`config.mk`:
```
export PLATFORM = sky130hd
export DESIGN_NAME = led_seq_ctrl_flat
export DESIGN_NICKNAME = d
export VERILOG_FILES = /design/src/rtl/led_ctrl_pkg.sv /design/src/rtl/led_seq_ctrl_if.sv /design/src/rtl/btn_debounce.sv /design/src/rtl/led_seq_ctrl.sv /design/src/flat_wrapper.sv
export SDC_FILE = /design/constraint.sdc
export NUM_CORES = 1
export LEC_CHECK = 0
export CORE_UTILIZATION = 50
export DETAILED_ROUTE_END_ITERATION = 10
export PLACE_DENSITY = 0.69
export SETUP_SLACK_MARGIN = 0.5
export SLEW_MARGIN = 20
export SYNTH_ARGS = -nofsm -noshare
export SYNTH_HDL_FRONTEND = slang
export SYNTH_SLANG_ARGS = --single-unit
```
`constraint.sdc`:
```
create_clock -name i_clk -period 5.4 [get_ports i_clk]
set_clock_uncertainty 0.2 [all_clocks]
set_input_delay 1.62 -clock i_clk [delete_from_list [all_inputs] [get_ports i_clk]]
set_output_delay 1.62 -clock i_clk [all_outputs]
set_load 0.005 [all_outputs]
```
`src/rtl/led_ctrl_pkg.sv`:
```
// Shared constants for the LED sequencer: mode encoding, debouncer
// state encoding and default timing values.
package led_ctrl_pkg;

    localparam logic MODE_SHIFT = 1'b0;
    localparam logic MODE_FLASH = 1'b1;

    typedef enum logic [1:0] {
        STABLE_LO = 2'd0,
        CHK_HI    = 2'd1,
        STABLE_HI = 2'd2,
        CHK_LO    = 2'd3
    } deb_state_t;

    localparam int unsigned DEF_LIM0       = 12_500_000;
    localparam int unsigned DEF_LIM1       = 25_000_000;
    localparam int unsigned DEF_LIM2       = 50_000_000;
    localparam int unsigned DEF_LIM3       = 100_000_000;
    localparam int unsigned DEF_DEB_CYCLES = 1_000_000;

endpackage

```
`src/rtl/led_seq_ctrl_if.sv`:
```
// Control/status bundle of the LED sequencer.
// master: drives i_enable, i_sw_speed, i_btn_mode; reads LED outputs.
// slave : the sequencer; reads controls, drives o_mux_sel, o_shift_leds,
//         o_flash_leds, o_tick.
interface led_seq_ctrl_if #(
    parameter int N_LEDS = 4
);

    logic              i_enable;
    logic [1:0]        i_sw_speed;
    logic              i_btn_mode;
    logic              o_mux_sel;
    logic [N_LEDS-1:0] o_shift_leds;
    logic [N_LEDS-1:0] o_flash_leds;
    logic              o_tick;

    modport master (
        output i_enable,
        output i_sw_speed,
        output i_btn_mode,
        input  o_mux_sel,
        input  o_shift_leds,
        input  o_flash_leds,
        input  o_tick
    );

    modport slave (
        input  i_enable,
        input  i_sw_speed,
        input  i_btn_mode,
        output o_mux_sel,
        output o_shift_leds,
        output o_flash_leds,
        output o_tick
    );

endinterface

```
`src/rtl/btn_debounce.sv`:
```
// Button conditioner: 2-FF synchronizer, debounce FSM with stability counter.
// Ports: i_clk, i_reset (sync, active high), i_btn (raw), o_level
//        (debounced level), o_rise (one-cycle debounced press pulse).
module btn_debounce
    import led_ctrl_pkg::*;
#(
    parameter int unsigned DEB_CYCLES = DEF_DEB_CYCLES
) (
    input  logic i_clk,
    input  logic i_reset,
    input  logic i_btn,
    output logic o_level,
    output logic o_rise
);

    localparam int CW = $clog2(DEB_CYCLES + 1);
    localparam logic [CW-1:0] DONE_CNT = CW'(DEB_CYCLES - 1);

    logic          sync1_q;
    logic          sync2_q;
    logic [1:0]    fill_q;
    logic          armed_q;
    deb_state_t    state_q;
    deb_state_t    state_d;
    logic [CW-1:0] cnt_q;
    logic [CW-1:0] cnt_d;
    logic          done;

    assign done = (cnt_q == DONE_CNT);

    // armed_q: a press only counts once the synchronizer has shown the
    // button released, so a button held through reset never toggles.
    always_ff @(posedge i_clk) begin
        if (i_reset) begin
            sync1_q <= 1'b0;
            sync2_q <= 1'b0;
            fill_q  <= 2'b00;
            armed_q <= 1'b0;
            state_q <= STABLE_LO;
            cnt_q   <= '0;
        end else begin
            sync1_q <= i_btn;
            sync2_q <= sync1_q;
            fill_q  <= {fill_q[0], 1'b1};
            if (fill_q[1] && !sync2_q) begin
                armed_q <= 1'b1;
            end
            state_q <= state_d;
            cnt_q   <= cnt_d;
        end
    end

    always_comb begin
        state_d = state_q;
        cnt_d   = cnt_q;
        o_rise  = 1'b0;
        unique case (state_q)
            STABLE_LO: begin
                cnt_d = '0;
                if (sync2_q) state_d = CHK_HI;
            end
            CHK_HI: begin
                if (!sync2_q) begin
                    state_d = STABLE_LO;
                    cnt_d   = '0;
                end else if (done) begin
                    state_d = STABLE_HI;
                    cnt_d   = '0;
                    o_rise  = armed_q;
                end else begin
                    cnt_d = cnt_q + 1'b1;
                end
            end
            STABLE_HI: begin
                cnt_d = '0;
                if (!sync2_q) state_d = CHK_LO;
            end
            CHK_LO: begin
                if (sync2_q) begin
                    state_d = STABLE_HI;
                    cnt_d   = '0;
                end else if (done) begin
                    state_d = STABLE_LO;
                    cnt_d   = '0;
                end else begin
                    cnt_d = cnt_q + 1'b1;
                end
            end
            default: begin
                state_d = STABLE_LO;
                cnt_d   = '0;
            end
        endcase
    end

    assign o_level = (state_q == STABLE_HI) || (state_q == CHK_LO);

endmodule

```
`src/rtl/led_seq_ctrl.sv`:
```
// LED sequencer: speed-selectable prescaler, rotating and blinking
// patterns, and a button-toggled display mode.
// Ports: i_clk, i_reset (sync, active high), bus (led_seq_ctrl_if.slave).
module led_seq_ctrl
    import led_ctrl_pkg::*;
#(
    parameter int          N_LEDS     = 4,
    parameter int          CNT_W      = 32,
    parameter int unsigned LIM0       = DEF_LIM0,
    parameter int unsigned LIM1       = DEF_LIM1,
    parameter int unsigned LIM2       = DEF_LIM2,
    parameter int unsigned LIM3       = DEF_LIM3,
    parameter int unsigned DEB_CYCLES = DEF_DEB_CYCLES
) (
    input  logic           i_clk,
    input  logic           i_reset,
    led_seq_ctrl_if.slave  bus
);

    localparam logic [CNT_W-1:0] LIM0_M1 = CNT_W'(LIM0 - 1);
    localparam logic [CNT_W-1:0] LIM1_M1 = CNT_W'(LIM1 - 1);
    localparam logic [CNT_W-1:0] LIM2_M1 = CNT_W'(LIM2 - 1);
    localparam logic [CNT_W-1:0] LIM3_M1 = CNT_W'(LIM3 - 1);
    localparam logic [N_LEDS-1:0] SHIFT_INIT = {{(N_LEDS-1){1'b0}}, 1'b1};

    logic [CNT_W-1:0]  cnt_q;
    logic [CNT_W-1:0]  lim_m1;
    logic              tick_q;
    logic              mode_q;
    logic [N_LEDS-1:0] shift_q;
    logic [N_LEDS-1:0] flash_q;
    logic              wrap;
    logic              deb_level;
    logic              deb_rise;
    logic              toggle;

    btn_debounce #(
        .DEB_CYCLES (DEB_CYCLES)
    ) u_deb (
        .i_clk   (i_clk),
        .i_reset (i_reset),
        .i_btn   (bus.i_btn_mode),
        .o_level (deb_level),
        .o_rise  (deb_rise)
    );

    // A rise is only meaningful while the debounced level is still low.
    assign toggle = deb_rise && !deb_level;

    always_comb begin
        lim_m1 = LIM0_M1;
        unique case (bus.i_sw_speed)
            2'd0: lim_m1 = LIM0_M1;
            2'd1: lim_m1 = LIM1_M1;
            2'd2: lim_m1 = LIM2_M1;
            2'd3: lim_m1 = LIM3_M1;
        endcase
    end

    // >= rather than == so a drop to a shorter period wraps at once.
    assign wrap = (cnt_q >= lim_m1);

    // o_tick is registered: it is high in the cycle after the count
    // reaches the limit. Patterns step on the edge that ends that cycle.
    always_ff @(posedge i_clk) begin
        if (i_reset) begin
            cnt_q   <= '0;
            tick_q  <= 1'b0;
            mode_q  <= MODE_SHIFT;
            shift_q <= SHIFT_INIT;
            flash_q <= '0;
        end else if (toggle) begin
            cnt_q   <= '0;
            tick_q  <= 1'b0;
            mode_q  <= ~mode_q;
            shift_q <= SHIFT_INIT;
            flash_q <= '0;
        end else begin
            if (bus.i_enable) begin
                cnt_q  <= wrap ? '0 : cnt_q + 1'b1;
                tick_q <= wrap;
            end else begin
                tick_q <= 1'b0;
            end
            if (tick_q) begin
                shift_q <= {shift_q[N_LEDS-2:0], shift_q[N_LEDS-1]};
                flash_q <= ~flash_q;
            end
        end
    end

    assign bus.o_mux_sel    = mode_q;
    assign bus.o_shift_leds = shift_q;
    assign bus.o_flash_leds = flash_q;
    assign bus.o_tick       = tick_q;

endmodule

```
`src/flat_wrapper.sv`:
```
// flat-port wrapper written by rule: the top's interface ports become plain ports
module led_seq_ctrl_flat import led_ctrl_pkg::*;
#(
    parameter int          N_LEDS     = 4,
    parameter int          CNT_W      = 32,
    parameter int unsigned LIM0       = DEF_LIM0,
    parameter int unsigned LIM1       = DEF_LIM1,
    parameter int unsigned LIM2       = DEF_LIM2,
    parameter int unsigned LIM3       = DEF_LIM3,
    parameter int unsigned DEB_CYCLES = DEF_DEB_CYCLES
)
  (i_clk, i_reset, bus_i_enable, bus_i_sw_speed, bus_i_btn_mode, bus_o_mux_sel, bus_o_shift_leds, bus_o_flash_leds, bus_o_tick);
  led_seq_ctrl_if #(.N_LEDS(N_LEDS)) bus_i ();
  input  logic i_clk;
  input  logic i_reset;
  input wire logic [$bits(bus_i.i_enable)-1:0] bus_i_enable;
  input wire logic [$bits(bus_i.i_sw_speed)-1:0] bus_i_sw_speed;
  input wire logic [$bits(bus_i.i_btn_mode)-1:0] bus_i_btn_mode;
  output wire logic [$bits(bus_i.o_mux_sel)-1:0] bus_o_mux_sel;
  output wire logic [$bits(bus_i.o_shift_leds)-1:0] bus_o_shift_leds;
  output wire logic [$bits(bus_i.o_flash_leds)-1:0] bus_o_flash_leds;
  output wire logic [$bits(bus_i.o_tick)-1:0] bus_o_tick;
  assign bus_i.i_enable = bus_i_enable;
  assign bus_i.i_sw_speed = bus_i_sw_speed;
  assign bus_i.i_btn_mode = bus_i_btn_mode;
  assign bus_o_mux_sel = bus_i.o_mux_sel;
  assign bus_o_shift_leds = bus_i.o_shift_leds;
  assign bus_o_flash_leds = bus_i.o_flash_leds;
  assign bus_o_tick = bus_i.o_tick;
  led_seq_ctrl #(.N_LEDS(N_LEDS), .CNT_W(CNT_W), .LIM0(LIM0), .LIM1(LIM1), .LIM2(LIM2), .LIM3(LIM3), .DEB_CYCLES(DEB_CYCLES)) u_core (.i_clk(i_clk), .i_reset(i_reset), .bus(bus_i));
endmodule
```
==> impl_metrics.ini <==
[detailed_routing]
top_layer_used = met4
wl_met1_mm = 3.19
via_per_inst = 5.34
avgRoutedWirePerCell_um = 13.1
ant_nets = 0
dr.pass1.iters = 4
drtIter0Drc = 171
wl_met3_um = 198
postRouteWirelength_mm = 6.58
drc = 0
via_count = 2684
met2_length_mm = 3.08

[critical_path]
path_class = in -> reg
cp_slowest_cell = clkdlybuf4s50_1
crit_chain = clkdlybuf4s50_1, inv_1, nor2_1, inv_1, ha_1, and4b_1, nand2_1, a2111oi_0, o21a_1, buf_12, nor3_1
critPathArrivalTime_ns = 4.39
path_max_fanout = 23
crit_path_start = bus_i_sw_speed[1]
crit_end = u_core.cnt_q[19]$_SDFFE_PP0P_
startpoint_type = primary input
r2r_end = u_core.cnt_q[19]$_SDFFE_PP0P_
path_common_cell = inv_1
rrSetupSlack_ns = 2.84
required_ns = 5.41
cp-end-kind = register
critPathMaxStageDelay_ns = 0.66
worstReg2RegStart = u_core.cnt_q[18]$_SDFFE_PP0P_
r2r_cells = 7

[sta]
worst_pin_slew_ns = 0.803
hold_viol_final = 0
slew_viol_final = 0
setup-violations-final = 0
fmaxAchievable_mhz = 228
tns_ns = 0
rsz0062_at_grt = no
period_minus_slack_ns = 4.38
finalCritPeriodShare_pct = 81.1
relSlewSlack_pct = 46.0

[floorplan]
placementRows = 30
die_w_um = 86.3
dieArea_um2 = 7450
initial_core_util_pct = 52.0
die_y_um = 86.3
core_area_um2 = 6830
num_io_pins = 16

[clock_network]
insertion_delay_ns = 0.34
post_cts_buffers = 0
clockBufferDepth = 2
clock-sinks = 69
cts_root_buf = clkbuf_8
ctsHoldBuffers = 0
cts_resized = 0
clkSlewWorstSetupHoldPaths_ns = 0.08
cts_max_level = 3
cts_tree = yes
numCtsBuffers = 9

[synth]
synthAdderAreaFrac_pct = 5.63
yosysWarnings = 0
yosysUniqueCellTypes = 46
syn_nets = 416
ys_ff_latch = 69
synth-simple-area-share_pct = 31.0
synth_top_family_by_area = simple AND/OR/NAND/NOR gates
synth-xor-area-share_pct = 13.6
synthCells = 394
syn_area_um2 = 3550
synthMuxAreaShare_pct = 1.69
synth-seq-area-share_pct = 38.9
yosys.area.top_type = dfxtp_1
synth_compound_area_share_pct = 4.19
synth_edf_count = 0
synth_common_cells = dfxtp_1, nor2_1, xnor2_1
async_flop_share_pct = 0
syn_area_per_cell_um2 = 9.02
synth_ff_type = dfxtp_1
synth.most_common_cell = dfxtp_1
synth_area_leaders = dfxtp_1, xnor2_1, ha_1
synth_top_cell_area_share_pct = 38.9

[power]
p_sw_share_pct = 22.7
pwr-share-comb_pct = 3.1
intPower_w = 0.000753
power_density_nw_per_um2 = 248
power_frac_clock_pct = 44.1
p_leak_nw = 1.36
p_seq_share_pct = 52.8
switchingPower_w = 0.000222
irDropWorstVdd_mv = 0.210

[global_route]
grt_overflow = 0
track_usage_pct = 19.7
grt_pass1_wl_mm = 11.6
grt_pass1_vias = 2543
grt_max_degree = 33
antenna_found_initial = 0

[layout]
final_cells = 503
multi_input_area_um2 = 1990
utilization_pct = 57.6
nFillCells = 633
n_antenna_cell = 0
syn_to_final_growth_pct = 10.7
layout-drive-gt1-share_pct = 9.34
fin_nets = 424
register_area_um2 = 1380
postLayoutCellArea_um2 = 3940

[placed_design]
place_inst = 487
gp_congestion = 0.851
place_area_um2 = 3730
dpl.hpwl_mm = 4.69
portBuffers = 15

[status]
status = completed

[min_path]
hold_class = reg -> reg

[flow_run]
maxCapViolations = 0
-- routing by layer --
layer,track usage (%),up-vias
met4,6.67,0
met3,5.71,11
met5,0,-
met2,31.6,29
met1,25.4,1245
li1,-,1399
-- stage by stage --
stage	worst slack, ns	hold WS [ns]	total power, W
6_report	1.02	0.239	0.000975
2_1_floorplan	1.66	0.213	0.000551
5_1_grt	0.819	0.256	0.00102
3_3_place_gp	0.670	0.218	0.000556
4_1_cts	1.02	0.243	0.000987
3_5_place_dp	0.667	0.224	0.000557
-- how the worst min path moves through the flow --
stage / start / to / slack [ns] / cells past startpoint
2_1_floorplan: u_core.u_deb.cnt_q[0]$_SDFF_PP0_ / u_core.u_deb.cnt_q[0]$_SDFF_PP0_ / 0.21 / 1
3_3_place_gp: u_core.u_deb.fill_q[0]$_DFF_P_ / u_core.u_deb.fill_q[1]$_SDFF_PP0_ / 0.22 / 1
3_5_place_dp: u_core.u_deb.fill_q[0]$_DFF_P_ / u_core.u_deb.fill_q[1]$_SDFF_PP0_ / 0.22 / 1
4_1_cts: u_core.u_deb.fill_q[0]$_DFF_P_ / u_core.u_deb.fill_q[1]$_SDFF_PP0_ / 0.24 / 1
5_1_grt: u_core.u_deb.fill_q[0]$_DFF_P_ / u_core.u_deb.fill_q[1]$_SDFF_PP0_ / 0.26 / 1
6_report: u_core.u_deb.fill_q[0]$_DFF_P_ / u_core.u_deb.fill_q[1]$_SDFF_PP0_ / 0.24 / 1
-- logic make-up after synthesis --
logic type / Yosys count
buf+inv: 35
compound gates: 21
simple gates: 192
mux: 6
flops: 69
xor+xnor: 55
fa+ha+maj: 16
-- cell usage in the layout, fill, tap and decap left out, types with 2 or more instances in the layout --
cell type / count
inv_6: 2
nand4_2: 2
xnor2_1: 41
nor4_4: 3
and4_1: 5
a21oi_1: 4
nand3_1: 21
nor4_1: 11
a41oi_1: 2
o21ai_0: 3
mux2i_1: 6
nand2_1: 21
inv_1: 15
nor2_1: 47
and2_1: 3
ha_1: 16
and3_1: 6
nor3_2: 9
nand4_1: 15
or4_4: 2
clkbuf_8: 10
clkdlybuf4s50_1: 15
and4b_1: 2
nor3_1: 34
o21a_1: 4
xor2_1: 14
dfxtp_1: 69
nor2b_1: 3
-- layout make-up --
cell class | count | share of cell area (%)
clock inverters | 6 | 1.75
inverters | 15 | 1.43
repair buffers | 17 | 4.51
flip-flops and latches | 69 | 35.1
well taps | 96 | 3.05
clock buffers | 10 | 3.50
multi-input cells | 290 | 50.7
-- worst max-delay path: cells and delay by family --
| kind | cells | cell delay [ns] |
|---|---|---|
| AO/OA/AOI/OAI | 2 | 0.89 |
| adder cells (fa/ha/maj) | 1 | 0.28 |
| buffers and inverters | 4 | 1.07 |
| AND/OR/NAND/NOR | 4 | 0.52 |
-- sequential cells by signal, indices dropped and copies added (netlist names), named ones only --
signal and flops:
u_core.u_deb.state_q 1, u_core.bus.o_tick 1, u_core.bus.o_flash_leds 4, u_core.u_deb.sync2_q 1
u_core.u_deb.armed_q 1, u_core.u_deb.sync1_q 1, u_core.bus.o_shift_leds 4, u_core.u_deb.cnt_q 20
u_core.u_deb.fill_q 2, u_core.cnt_q 32, u_core.bus.o_mux_sel 1
-- power by group through the flow --
stage	Clock [W]	Sequential, W	Combinational [W]
detailed placement	0	0.000527	0.0000299
global route	0.000466	0.000515	0.0000340
CTS	0.000442	0.000515	0.0000302
floorplan	0	0.000526	0.0000248
global placement	0	0.000527	0.0000296
finish	0.000430	0.000515	0.0000301
(Power assumes the default switching activity.)
